### config.mk
export PLATFORM = sky130hd
export DESIGN_NAME = ppu_fb_writer
export DESIGN_NICKNAME = d
export VERILOG_FILES = /design/src/rtl/ppu_fb_writer.sv
export SDC_FILE = /design/constraint.sdc
export NUM_CORES = 1
export LEC_CHECK = 0
export ABC_AREA = 1
export BUFFER_PORTS_ARGS = -buffer_cell sky130_fd_sc_hd__buf_4
export CORE_AREA = 2 2 118 120
export CTS_BUF_LIST = sky130_fd_sc_hd__clkbuf_4 sky130_fd_sc_hd__clkbuf_8
export CTS_CLUSTER_DIAMETER = 50
export DETAILED_ROUTE_END_ITERATION = 16
export DIE_AREA = 0 0 120 122
export SYNTH_ARGS = -nofsm -noshare
export SYNTH_HDL_FRONTEND = slang
export SYNTH_SLANG_ARGS = --single-unit
export TNS_END_PERCENT = 100
### constraint.sdc
create_clock -name clk -period 5.9 [get_ports clk]
set_input_delay 0.885 -clock clk [delete_from_list [all_inputs] [get_ports clk]]
set_output_delay 0.885 -clock clk [all_outputs]
set_load 0.02 [all_outputs]
### src/rtl/ppu_fb_writer.sv
// Packs accepted PPU pixels four-to-a-byte through the BG palette and queues
// {addr,data} framebuffer writes in a small FIFO with a valid/ready RAM port.
module ppu_fb_writer #(
    parameter logic [12:0] FB_BASE     = 13'h0000,
    parameter int          FIFO_DEPTH  = 4,
    parameter int          LINE_PIXELS = 160,
    parameter int          LINES       = 144
) (
    input  logic        clk,
    input  logic        rst,
    input  logic [1:0]  px_in,
    input  logic        px_valid,
    input  logic [1:0]  ppu_mode,
    input  logic [7:0]  bgp,
    output logic        fb_wr_valid,
    input  logic        fb_wr_ready,
    output logic [12:0] fb_wr_addr,
    output logic [7:0]  fb_wr_data,
    output logic        frame_done,
    output logic [7:0]  line_count,
    output logic        overflow
);

    localparam int AW = $clog2(FIFO_DEPTH);

    // SCAN (2) only matters as "not DRAW", so it needs no named constant.
    localparam logic [1:0] H_BLANK = 2'd0;
    localparam logic [1:0] V_BLANK = 2'd1;
    localparam logic [1:0] DRAW    = 2'd3;

    localparam logic [8:0] X_MAX = 9'(LINE_PIXELS);
    localparam logic [7:0] L_MAX = 8'(LINES);

    logic [8:0]  x;
    logic [7:0]  partial;
    logic [1:0]  prev_mode;
    logic [1:0]  shade;
    logic [7:0]  next_byte;
    logic        accept;
    logic        line_end;
    logic        frame_end;
    logic        group_last;
    logic        push;
    logic [7:0]  push_data;
    logic [12:0] push_addr;

    always_comb begin
        shade = 2'd0;
        case (px_in)
            2'd0: shade = bgp[1:0];
            2'd1: shade = bgp[3:2];
            2'd2: shade = bgp[5:4];
            2'd3: shade = bgp[7:6];
            default: shade = 2'd0;
        endcase
    end

    assign accept     = px_valid && (ppu_mode == DRAW) && (x < X_MAX) && (line_count < L_MAX);
    assign line_end   = (prev_mode == DRAW) && (ppu_mode != DRAW);
    assign frame_end  = (prev_mode != V_BLANK) && (ppu_mode == V_BLANK);
    assign group_last = (x[1:0] == 2'd3);

    // First pixel of a group lands in [7:6]; unused low bits stay zero.
    assign next_byte = partial | ({shade, 6'b0} >> {x[1:0], 1'b0});

    // accept and line_end are exclusive (DRAW vs. not DRAW), so one address serves both.
    assign push      = (accept && group_last) || (line_end && (x[1:0] != 2'd0));
    assign push_data = accept ? next_byte : partial;
    assign push_addr = FB_BASE + 13'(line_count) * 13'd40 + 13'(x[8:2]);

    always_ff @(posedge clk) begin
        if (rst) begin
            x          <= '0;
            partial    <= '0;
            line_count <= '0;
            prev_mode  <= H_BLANK;
            frame_done <= 1'b0;
        end else begin
            prev_mode  <= ppu_mode;
            frame_done <= frame_end;
            if (accept) begin
                x       <= x + 9'd1;
                partial <= group_last ? 8'd0 : next_byte;
            end
            if (line_end) begin
                x       <= '0;
                partial <= '0;
                if (line_count < L_MAX)
                    line_count <= line_count + 8'd1;
            end
            // Frame end wins so a coincident line end still leaves line_count at 0.
            if (frame_end) begin
                x          <= '0;
                partial    <= '0;
                line_count <= '0;
            end
        end
    end

    logic [20:0] mem [FIFO_DEPTH];
    logic [AW:0] wr_ptr;
    logic [AW:0] rd_ptr;
    logic        empty;
    logic        full;
    logic        pop;
    logic        do_push;
    logic [20:0] head;

    assign empty   = (wr_ptr == rd_ptr);
    assign full    = (wr_ptr[AW] != rd_ptr[AW]) && (wr_ptr[AW-1:0] == rd_ptr[AW-1:0]);
    assign pop     = !empty && fb_wr_ready;
    assign do_push = push && (!full || pop);
    assign head    = mem[rd_ptr[AW-1:0]];

    assign fb_wr_valid = !empty;
    assign fb_wr_addr  = fb_wr_valid ? head[20:8] : 13'd0;
    assign fb_wr_data  = fb_wr_valid ? head[7:0]  : 8'd0;

    always_ff @(posedge clk) begin
        if (rst) begin
            wr_ptr   <= '0;
            rd_ptr   <= '0;
            overflow <= 1'b0;
        end else begin
            if (do_push)
                wr_ptr <= wr_ptr + 1'b1;
            if (pop)
                rd_ptr <= rd_ptr + 1'b1;
            if (push && full && !pop)
                overflow <= 1'b1;
        end
    end

    always_ff @(posedge clk) begin
        if (do_push)
            mem[wr_ptr[AW-1:0]] <= {push_addr, push_data};
    end

endmodule

Yosys cells after proc, flatten, opt, wreduce, memory -nomap -nowiden
Memories as Yosys holds them, arrays and structs flattened. A register that Yosys moved wholly into a read port is not among the register bits.
Cells that the tools add are included.
{ "op_classes": {"addsub": 5, "n_mul": 1, "order_cmp": 2, "eq_ne": 12, "n_shift": 1, "mux": 9, "n_bitwise": 1, "reduce_logical": 22} }
{ "ops": {"columns": ["operator", "n"], "rows": [
  ["8-bit 2-to-1 mux", 3],
  ["13-bit by 7-bit adder with 13-bit output", 1],
  ["13-bit 2-to-1 mux", 1],
  ["1-bit logical AND", 12],
  ["2-bit equality test (second input constant)", 5],
  ["8-bit by 3-bit multiplier with 10-bit output (second input constant)", 1],
  ["9-bit by 1-bit adder with 9-bit output (second input constant)", 1],
  ["9-bit by 8-bit less-than comparator with 1-bit output (second input constant)", 1],
  ["8-bit by 1-bit adder with 8-bit output (second input constant)", 1],
  ["8-bit less-than comparator (second input constant)", 1],
  ["8-bit OR", 1],
  ["2-bit one-hot mux with 4 select lines", 1],
  ["8-bit by 3-bit >> shifter with 8-bit output", 1],
  ["3-bit by 1-bit adder with 3-bit output (second input constant)", 2],
  ["2-bit by 1-bit equality test with 1-bit output (second input constant)", 2],
  ["2-bit 2-to-1 mux", 2],
  ["3-bit equality test", 1],
  ["1-bit zero test", 3],
  ["3-bit OR reduction", 1],
  ["2-bit equality test", 1],
  ["2-bit zero test", 1],
  ["1-bit logical OR", 2],
  ["1-bit 2-to-1 mux", 2],
  ["2-bit by 1-bit inequality test with 1-bit output (second input constant)", 1],
  ["5 further kinds", 5]
]} }
{ "totals": {"regBits": 35, "ramBits": 84, "output_inout_bits": 32, "wordCells": 62, "memories": 1} }
{ "mem_list": {"columns": ["name", "words", "width", "read_ports", "rd_ports_with_merged_regs", "write_ports", "line", "source"], "rows": [
  ["mem", 4, 21, 1, 1, 1, "100", "logic [20:0] mem [FIFO_DEPTH];"]
]} }

Depth between registers and ports, before layout
Gate-level depths: netlist (run 1).
{ "logic_depth": {"depth_word": 9, "ltp_mapped": 12, "mapped_depth_nobuf": 12} }

Worst setup path before layout (run 1)
No wires, ideal clock.
{ "synth_timing": {"kind": "in2reg", "start": "in ppu_mode[1]", "end": "mem mem[0][0], enable pin", "arrival_time_ns": 2.402, "t_required_ns": 5.501, "path_slack_ns": 3.099, "stages": 6, "path_cell_list": "nand2_1 -> nand3_1 -> or2_1 -> nand2_2 -> nand2_4 -> nor2_1"} }
{ "synth_via": {"elab_chain_len": 9} }
{ "synth_lines": {"columns": ["item", "line", "source"], "rows": [
  ["from (decl)", "13", "input logic [1:0] ppu_mode,"],
  ["2-bit equality test", "58", "assign accept = px_valid && (ppu_mode == DRAW) && (x < X_MAX) && (line_count < L_MAX);"],
  ["1-bit logical AND (3 in series)", "58", null],
  ["1-bit logical AND", "67", "assign push = (accept && group_last) || (line_end && (x[1:0] != 2'd0));"],
  ["1-bit logical OR *", "67", null],
  ["1-bit logical AND *", "112", "assign do_push = push && (!full || pop);"],
  ["1-bit 2-to-1 mux *", "135", "if (do_push)"],
  ["1-bit 2-to-1 mux (implied by the code) *", "136", "mem[wr_ptr[AW-1:0]] <= {push_addr, push_data};"],
  ["to (decl)", "100", null]
]} }
Mark *: on every way between the ends. The rest lies on a longest branch, timed or not.

==> results of run 1 <==
-- sequential cells by signal, summed over array words and instances (netlist names), named ones only --
signal / cells
mem: 84
x: 9
line_count: 8
partial: 8
rd_ptr: 3
wr_ptr: 3
prev_mode: 2
frame_done: 1
overflow: 1
-- stage by stage --
stage | instances | cell area (sq um) | power, W | setup slack [ns]
finish | 856 | 6810 | 0.00182 | 2.05
global route | 856 | 6810 | 0.00190 | 1.80
CTS | 856 | 6810 | 0.00184 | 1.97
detailed placement | 825 | 6440 | 0.00115 | 2.46
global placement | 825 | 6440 | 0.00115 | 2.57
floorplan | 610 | 5900 | 0.00108 | 3.10
-- metal layers --
| metal | vias to the layer above | routed length [um] | part of all wire [%] | track usage, % |
|---|---|---|---|---|
| li1 | 2158 | - | - | - |
| met1 | 1998 | 5470 | 46 | 21.0 |
| met2 | 80 | 5640 | 48 | 28.3 |
| met3 | 25 | 419 | 3.5 | 3.46 |
| met4 | 0 | 306 | 2.6 | 8.68 |
| met5 | - | 0 | 0 | 0 |
-- worst max-delay path: stages, from the launching register on --
cell and delay [ns]:
dfxtp_1 0.31, buf_4 0.37, clkinv_1 1.02, nor2_1 0.38
o32ai_1 0.17, nand2_1 0.09, inv_1 0.05, buf_4 0.15
-- power by group --
group / leakage [nW] / total (W) / internal (W) / switching (W)
Sequential: 1.08 / 0.000909 / 0.000904 / 0.00000483
Combinational: 1.62 / 0.000221 / 0.0000804 / 0.000141
Clock: 0.183 / 0.000689 / 0.000373 / 0.000317
Total: 2.88 / 0.00182 / 0.00136 / 0.000462
-- kinds of logic after synthesis --
| logic type | synth area share (%) |
|---|---|
| DFF | 55.3 |
| and+or+nand+nor | 19.5 |
| adders and majority gates | 5.77 |
| xor gates and xnor gates | 2.52 |
| buffers and inverters | 6.87 |
| AOI/OAI and AO/OA | 10.0 |
-- path summary, 6_finish.rpt --
check / from / to / slack (ns) / cells past startpoint
setup / recovery: register / fb_wr_addr[3] / 2.05 / 7
hold / removal: overflow / overflow / 0.46 / 2
setup reg to reg: line_count[3] / mem[0][20] / 3.19 / 12
hold reg to reg: overflow / overflow / 0.46 / 2
-- layout make-up --
class                      instances  area, sq um  share of cell area, %
inverter                          84          318                   4.67
timing repair buffer              53          398                   5.84
sequential                       121         3260                   47.9
clock buffer                      18          241                   3.55
clock inverter                    13          131                   1.93
multi-input combinational        387         2230                   32.8
tap                              180          225                   3.31
-- cell usage in the layout, fill, tap and decap left out, types with 2 or more instances in the layout --
cell and instances:
inv_1 77, clkinv_1 4, nand4_1 3, clkinv_2 3
o211ai_1 12, nand2_2 8, o21ai_0 27, xnor2_1 6
a21oi_1 16, ha_1 24, inv_2 4, clkbuf_8 17
clkinv_4 3, nand3_1 22, nand3_2 2, nor2_1 105
xor2_1 11, nor2_4 2, or2_1 2, dfxtp_1 37
o21ai_1 5, edfxtp_1 84, nor3_1 8, nor3b_1 2
buf_4 53, nor2_2 11, o32ai_1 21, nand2_1 80
a21oi_2 4, nand2_4 6, clkinvlp_4 3, bufinv_16 2
fa_1 2, nand3b_1 2
==> impl_metrics.ini, run 1 <==
[logic_synthesis]
synthesis.nets = 652
synth_top_flop_cell = edfxtp_1
netlist_area_sq_um = 5900
ys_ff_latch = 121
yosys.cell_types.count = 38
yosysTopAreaCell = edfxtp_1
synth_edf_count = 84
yosysMostFrequentCell = nor2_1
syn_inst = 610
synth_commonest_cells = 105 x nor2_1, 84 x edfxtp_1, 80 x nand2_1
yosysTopAreaCellShare_pct = 42.7
synthArstFlopShare_pct = 0
syn_area_per_cell_sq_um = 9.68
synth_area_leaders = edfxtp_1 43%, dfxtp_1 13%, nor2_1 6.7%
ys_seq_area_share_pct = 55.3
yosysWarnings = 0

[critical_path]
crit_fanout = 43
crit_path_start_kind = register
required_ns = 5.02
cp-end-kind = primary output
arrival_ns = 2.97
critPathKind = register to primary output

[clocking]
cts_tree = built
hold_buffers = 0
cts.sinks = 121
path_clk_slew_ns = 0.07
htreeDepth = 4
root_buffer = clkbuf_8
cts_buffer_depth = 2
clk_latency_ns = 0.43
postCtsSetupRepairBufs = 0
ctsResizeCount = 0
numCtsBuffers = 17

[run_status]
outcome = finished, final reports clean

[sta]
hold-worst-slack_ns = 0.457
relSlewSlack_pct = 23.3
fin_crit_sh_pct = 65.3
rsz0062_at_grt = false
setup_viol = 0
slew_violations = 0
finalSetupTns_ns = 0
max_freq_ghz = 0.259
clock_skew_ns = 0.0104
finalHoldViolCount = 0
worst_pin_slew_ns = 1.14
fin_crit_ns = 3.85

[die]
core_sq_um = 13500
rows = 43
dieArea_sq_um = 14600
pin_count = 48
die_x_um = 120
start_util_pct = 43.7
dieHeight_um = 122

[final_layout]
layout-drive-gt1-share_pct = 18.2
finish.utilization_pct = 50.4
areaGrowthSynthToFinish_pct = 15.4
num_antenna_cells = 0
fillCellCount = 1271
final_nets = 706

[routing]
first_pass_iters = 4
wl_per_cell_um = 13.8
routed_wl_mm = 11.8
drc_errors = 0
ant_nets = 0
viasPerCell = 4.98
drtIter0Drc = 187
vias = 4261

[global_routing]
antenna_found_initial = 0
grt_start_max_net_pins = 44
first_global_vias = 3976
grt_pass1_wl_mm = 19.3
grt_usage_pct = 17.0
grt_overflow = 0

[place]
gp_congestion = 0.813
dpl.hpwl_mm = 8.01
portBuffers = 47

[min_path]
hold_path.class = register to register

[power]
power-per-cell-area_nw_per_um2 = 267
irDropWorstVdd_mv = 0.142
p_leak_nw = 2.88

[job]
drv_cap = 0
Power figures use the tool's default switching activity.
==> run 2: changes to the inputs <==
Clock period 5.9 ns to 3.11 ns, I/O delays scaled along.
==> impl_metrics.ini, run 2 (same netlist as run 1, synthesis figures left out) <==
[clocking]
numCtsBuffers = 17
path_clk_slew_ns = 0.07
cts.sinks = 121
postCtsSetupRepairBufs = 0
htreeDepth = 4
ctsResizeCount = 0
cts_buffer_depth = 2
cts_tree = built
root_buffer = clkbuf_8
clk_latency_ns = 0.43
hold_buffers = 0

[critical_path]
crit_buf_inv = 3
cpMaxStageDelayCell = dfxtp_1
crit_path_start_kind = register
crit_path_max_incr_delay_ns = 0.61
arrival_ns = 2.17
cp-end-kind = primary output
required_ns = 2.64
crit_fanout = 30
regToRegSetupSlack_ns = 0.55
cp_cell_sequence = buf_4, nor2_1, o32ai_1, nand2_1, inv_1, buf_4
critical_path.top_delay_family = buffers and inverters
crit_path_frequent_cell = buf_4
critPathKind = register to primary output

[final_layout]
final_cell_area_sq_um = 6850
num_antenna_cells = 0
layout-drive-gt1-share_pct = 18.6
areaGrowthSynthToFinish_pct = 16.1
final_common_cell = nor2_1
largest_register_ffs = 84
mostFrequentLayoutCells = 105 x nor2_1, 84 x edfxtp_1, 80 x nand2_1
final_nets = 707

[die]
rows = 43
core_sq_um = 13500
dieHeight_um = 122
die_x_um = 120
dieArea_sq_um = 14600
pin_count = 48
start_util_pct = 43.7

[place]
portBuffers = 47
dpl.hpwl_mm = 7.96
dpl_cell_area_sq_um = 6450
gp_congestion = 0.814

[power]
irDropWorstVdd_mv = 0.231
p_switching_w = 0.000880
p_comb_share_pct = 11.7
p_leak_nw = 2.90
power_frac_seq_pct = 48.6
p_sw_share_pct = 24.7
p_int_w = 0.00268
pwr-share-clk_pct = 39.7
power-per-cell-area_nw_per_um2 = 520

[sta]
finalHoldViolCount = 0
max_freq_ghz = 0.379
worst_pin_slew_ns = 0.476
rsz0062_at_grt = false
fin_crit_ns = 2.64
clock_skew_ns = 0.00902
setup_viol = 0
fin_crit_sh_pct = 84.8
slew_violations = 0
finalSetupTns_ns = 0
relSlewSlack_pct = 68.2

[routing]
vias = 4197
first_pass_iters = 5
drtIter0Drc = 207
routed_wl_mm = 11.8
drc_errors = 0
wl_per_cell_um = 13.7
viasPerCell = 4.89
ant_nets = 0

[job]
drv_cap = 0

[global_routing]
grt_overflow = 0
grt_pass1_wl_mm = 19.7
grt_usage_pct = 17.4
first_global_vias = 4026
grt_start_max_net_pins = 43
antenna_found_initial = 0

[run_status]
outcome = finished, final reports clean

[min_path]
hold_path.class = primary input to register
-- run 2: changes by cell type in the layout (fill, tap and decap cells not counted), sizes merged --
cell,change
buf,+1
clkinvlp,+2
clkbuf,+2
clkinv,-5
inv,+1
bufinv,+1
-- run 2: metrics by stage --
step / setup WS [ns] / hold WS (ns) / std cells / util [%] / power [W]
after global placement: 0.636 / 0.441 / 826 / 47.7 / 0.00218
after floorplan: 0.597 / 0.426 / 610 / - / 0.00205
after detailed placement: 0.546 / 0.474 / 826 / 47.7 / 0.00219
final: 0.473 / 0.276 / 858 / 50.7 / 0.00356
after CTS: 0.410 / 0.245 / 858 / 50.7 / 0.00361
after global routing: 0.252 / 0.249 / 858 / 50.7 / 0.00371
-- run 2: worst paths after layout --
path / start / to / cells past startpoint
worst max-delay path: register / fb_wr_addr[10] / 6
worst min-delay path: rst / wr_ptr[2] / 2
worst max register to register: line_count[3] / mem[0][20] / 12
worst min register to register: overflow / overflow / 2
-- run 2: area by class of cell --
class / instances / area (sq um)
inverter: 84 / 318
timing repair buffer: 54 / 405
clock inverter: 12 / 150
tap: 180 / 225
clock buffer: 20 / 256
sequential: 121 / 3260
fill: 1246 / 6650
multi-input combinational: 387 / 2230
-- run 2: layer usage --
| layer | vias to the layer above | global-route usage, % | share of wire (%) |
|---|---|---|---|
| li1 | 2154 | - | - |
| met1 | 1953 | 21.9 | 46 |
| met2 | 75 | 28.8 | 48 |
| met3 | 15 | 4.63 | 4.2 |
| met4 | 0 | 6.62 | 1.5 |
| met5 | - | 0 | 0 |
-- run 2: worst reg2reg max path: stages (launching register included) --
cell     delay [ns]
dfxtp_1        0.44
ha_1           0.28
ha_1           0.24
fa_1           0.56
nand2_1        0.09
nor2_1         0.09
nand2_1        0.06
nand3_1        0.09
nand2_1        0.08
nor2_2         0.14
nand3_1        0.09
nand2_1        0.06
nand2_1        0.09
-- run 2: power groups by stage --
| stage | Combinational [W] | Clock (W) | Sequential, W |
|---|---|---|---|
| final | 0.000417 | 0.00141 | 0.00173 |
| after detailed placement | 0.000423 | 0 | 0.00177 |
| after CTS | 0.000424 | 0.00145 | 0.00173 |
| after floorplan | 0.000286 | 0 | 0.00176 |
| after global placement | 0.000416 | 0 | 0.00177 |
| after global routing | 0.000464 | 0.00152 | 0.00173 |
==> run 3: changes to the inputs <==
Clock period 3.11 ns to 2.6 ns, I/O delays scaled along.
==> impl_metrics.ini, run 3 (same netlist as run 1, synthesis figures left out) <==
[place]
gp_congestion = 0.843
portBuffers = 47
dpl.hpwl_mm = 8.10
dp_cells = 828

[final_layout]
layout-drive-gt1-share_pct = 19.4
num_antenna_cells = 0
stdcell_count = 861
final_common_cell = nor2_1
fillCellCount = 1240
largest_register_ffs = 84
final_nets = 710
areaGrowthSynthToFinish_pct = 18.6
mostFrequentLayoutCells = 105 x nor2_1, 84 x edfxtp_1, 80 x nand2_1

[clocking]
clk_latency_ns = 0.43
htreeDepth = 4
cts_buffer_depth = 2
hold_buffers = 0
root_buffer = clkbuf_8
cts_tree = built
cts.sinks = 121
path_clk_slew_ns = 0.07
numCtsBuffers = 17

[routing]
drtIter0Drc = 232
drc_errors = 0
first_pass_iters = 7
viasPerCell = 4.97
vias = 4279
ant_nets = 0
wl_per_cell_um = 14.1
routed_wl_mm = 12.1

[critical_path]
critPathKind = register to register
arrival_ns = 2.59
crit_path_max_incr_delay_ns = 0.54
crit_path_frequent_cell = nand2_1
required_ns = 2.76
crit_fanout = 4
cp-end-kind = register
crit_buf_inv = 0
crit_path_start_kind = register
critical_path.top_delay_family = adder cells
crit_start = line_count[1]
cp_cell_sequence = ha_1, ha_2, fa_2, nand2_1, nor2_1, nand2_1, nand3_1, nand2_1, nor2_2, nand3_1, nand2_1, nand2_1
regToRegStartpoint = line_count[1]
cpMaxStageDelayCell = fa_2

[power]
p_total_w = 0.00450
power-per-cell-area_nw_per_um2 = 642
irDropWorstVdd_mv = 0.298
p_leak_nw = 2.96

[die]
pin_count = 48
core_sq_um = 13500
dieHeight_um = 122
rows = 43
dieArea_sq_um = 14600
die_x_um = 120
start_util_pct = 43.7

[global_routing]
grt_overflow = 0
grt_start_max_net_pins = 43
grt_pass1_wl_mm = 20.2
grt_usage_pct = 17.8
first_global_vias = 4092
antenna_found_initial = 0

[sta]
fin_crit_ns = 2.43
fin_crit_sh_pct = 93.4
relSlewSlack_pct = 70.9
setup_viol = 0
clock_skew_ns = 0.0124
max_freq_ghz = 0.412
worst_pin_slew_ns = 0.434
finalHoldViolCount = 0
slew_violations = 0

[min_path]
min_from = rst
hold_path.class = primary input to register

[job]
drv_cap = 0

[run_status]
outcome = finished, final reports clean
[run 3: cell count changes in the layout (fill, tap and decap cells not counted), moves of 2 or more]
cell	change
clkinvlp_4	-4
bufinv_16	+2
buf_4	-3
buf_12	+5
clkinv_4	+3
clkbuf_4	-2
inv_6	+2
[run 3: worst register-to-register path, cell delays in order, from the launching register on]
cell and delay [ns]:
dfxtp_1 0.32, ha_1 0.31, ha_2 0.21, fa_2 0.54, nand2_1 0.07, nor2_1 0.09, nand2_1 0.06, nand3_1 0.09
nand2_1 0.07, nor2_2 0.16, nand3_1 0.09, nand2_1 0.06, nand2_1 0.08
[run 3: through the flow]
step           worst slack (ns)  setup TNS (ns)  util (%)  cell area [sq um]  hold slack, ns
2_1_floorplan            0.0867               0         -               5900           0.426
3_3_place_gp              0.215               0      48.3               6520           0.438
3_5_place_dp              0.151               0      48.3               6520           0.443
4_1_cts                   0.107               0      51.7               6980           0.173
5_1_grt                -0.00325         -0.0125      51.8               7000           0.195
6_report                  0.171               0      51.8               7000           0.199
[run 3: what timing repair did]
item,4_1_cts,5_1_grt
resized for setup,0,4
buffers inserted,0,1
endpoints found under the setup margin,0,9
[run 3: final cells by class]
| cell class | count | area [sq um] | area share [%] |
|---|---|---|---|
| Clock buffer | 18 | 241 | 3.45 |
| Timing Repair Buffer | 57 | 494 | 7.06 |
| Sequential cell | 121 | 3260 | 46.6 |
| Clock inverter | 14 | 219 | 3.13 |
| Multi-Input combinational cell | 387 | 2240 | 32.0 |
| Inverter | 84 | 318 | 4.54 |
| Tap cell | 180 | 225 | 3.22 |
[run 3: power by group]
part,switching [W],leakage [nW],internal (W)
clock,0.000758,0.229,0.00116
sequential,0.0000158,1.08,0.00205
combinational,0.000324,1.65,0.000188
[run 3: routing by layer]
layer	GRT usage [%]	vias to the layer above	routed length [um]
li1	-	2167	-
met1	23.3	2019	5560
met2	28.9	87	5900
met3	4.21	6	578
met4	6.62	0	68
met5	0	-	0
[run 3: path summary, 6_finish.rpt]
| kind | endpoint | slack, ns | cells after the start |
|---|---|---|---|
| worst max register to register | mem[3][20] | 0.17 | 12 |
| worst min-delay path | wr_ptr[0] | 0.20 | 2 |
| worst min register to register | overflow | 0.45 | 2 |
| worst max-delay path | mem[3][20] | 0.17 | 12 |
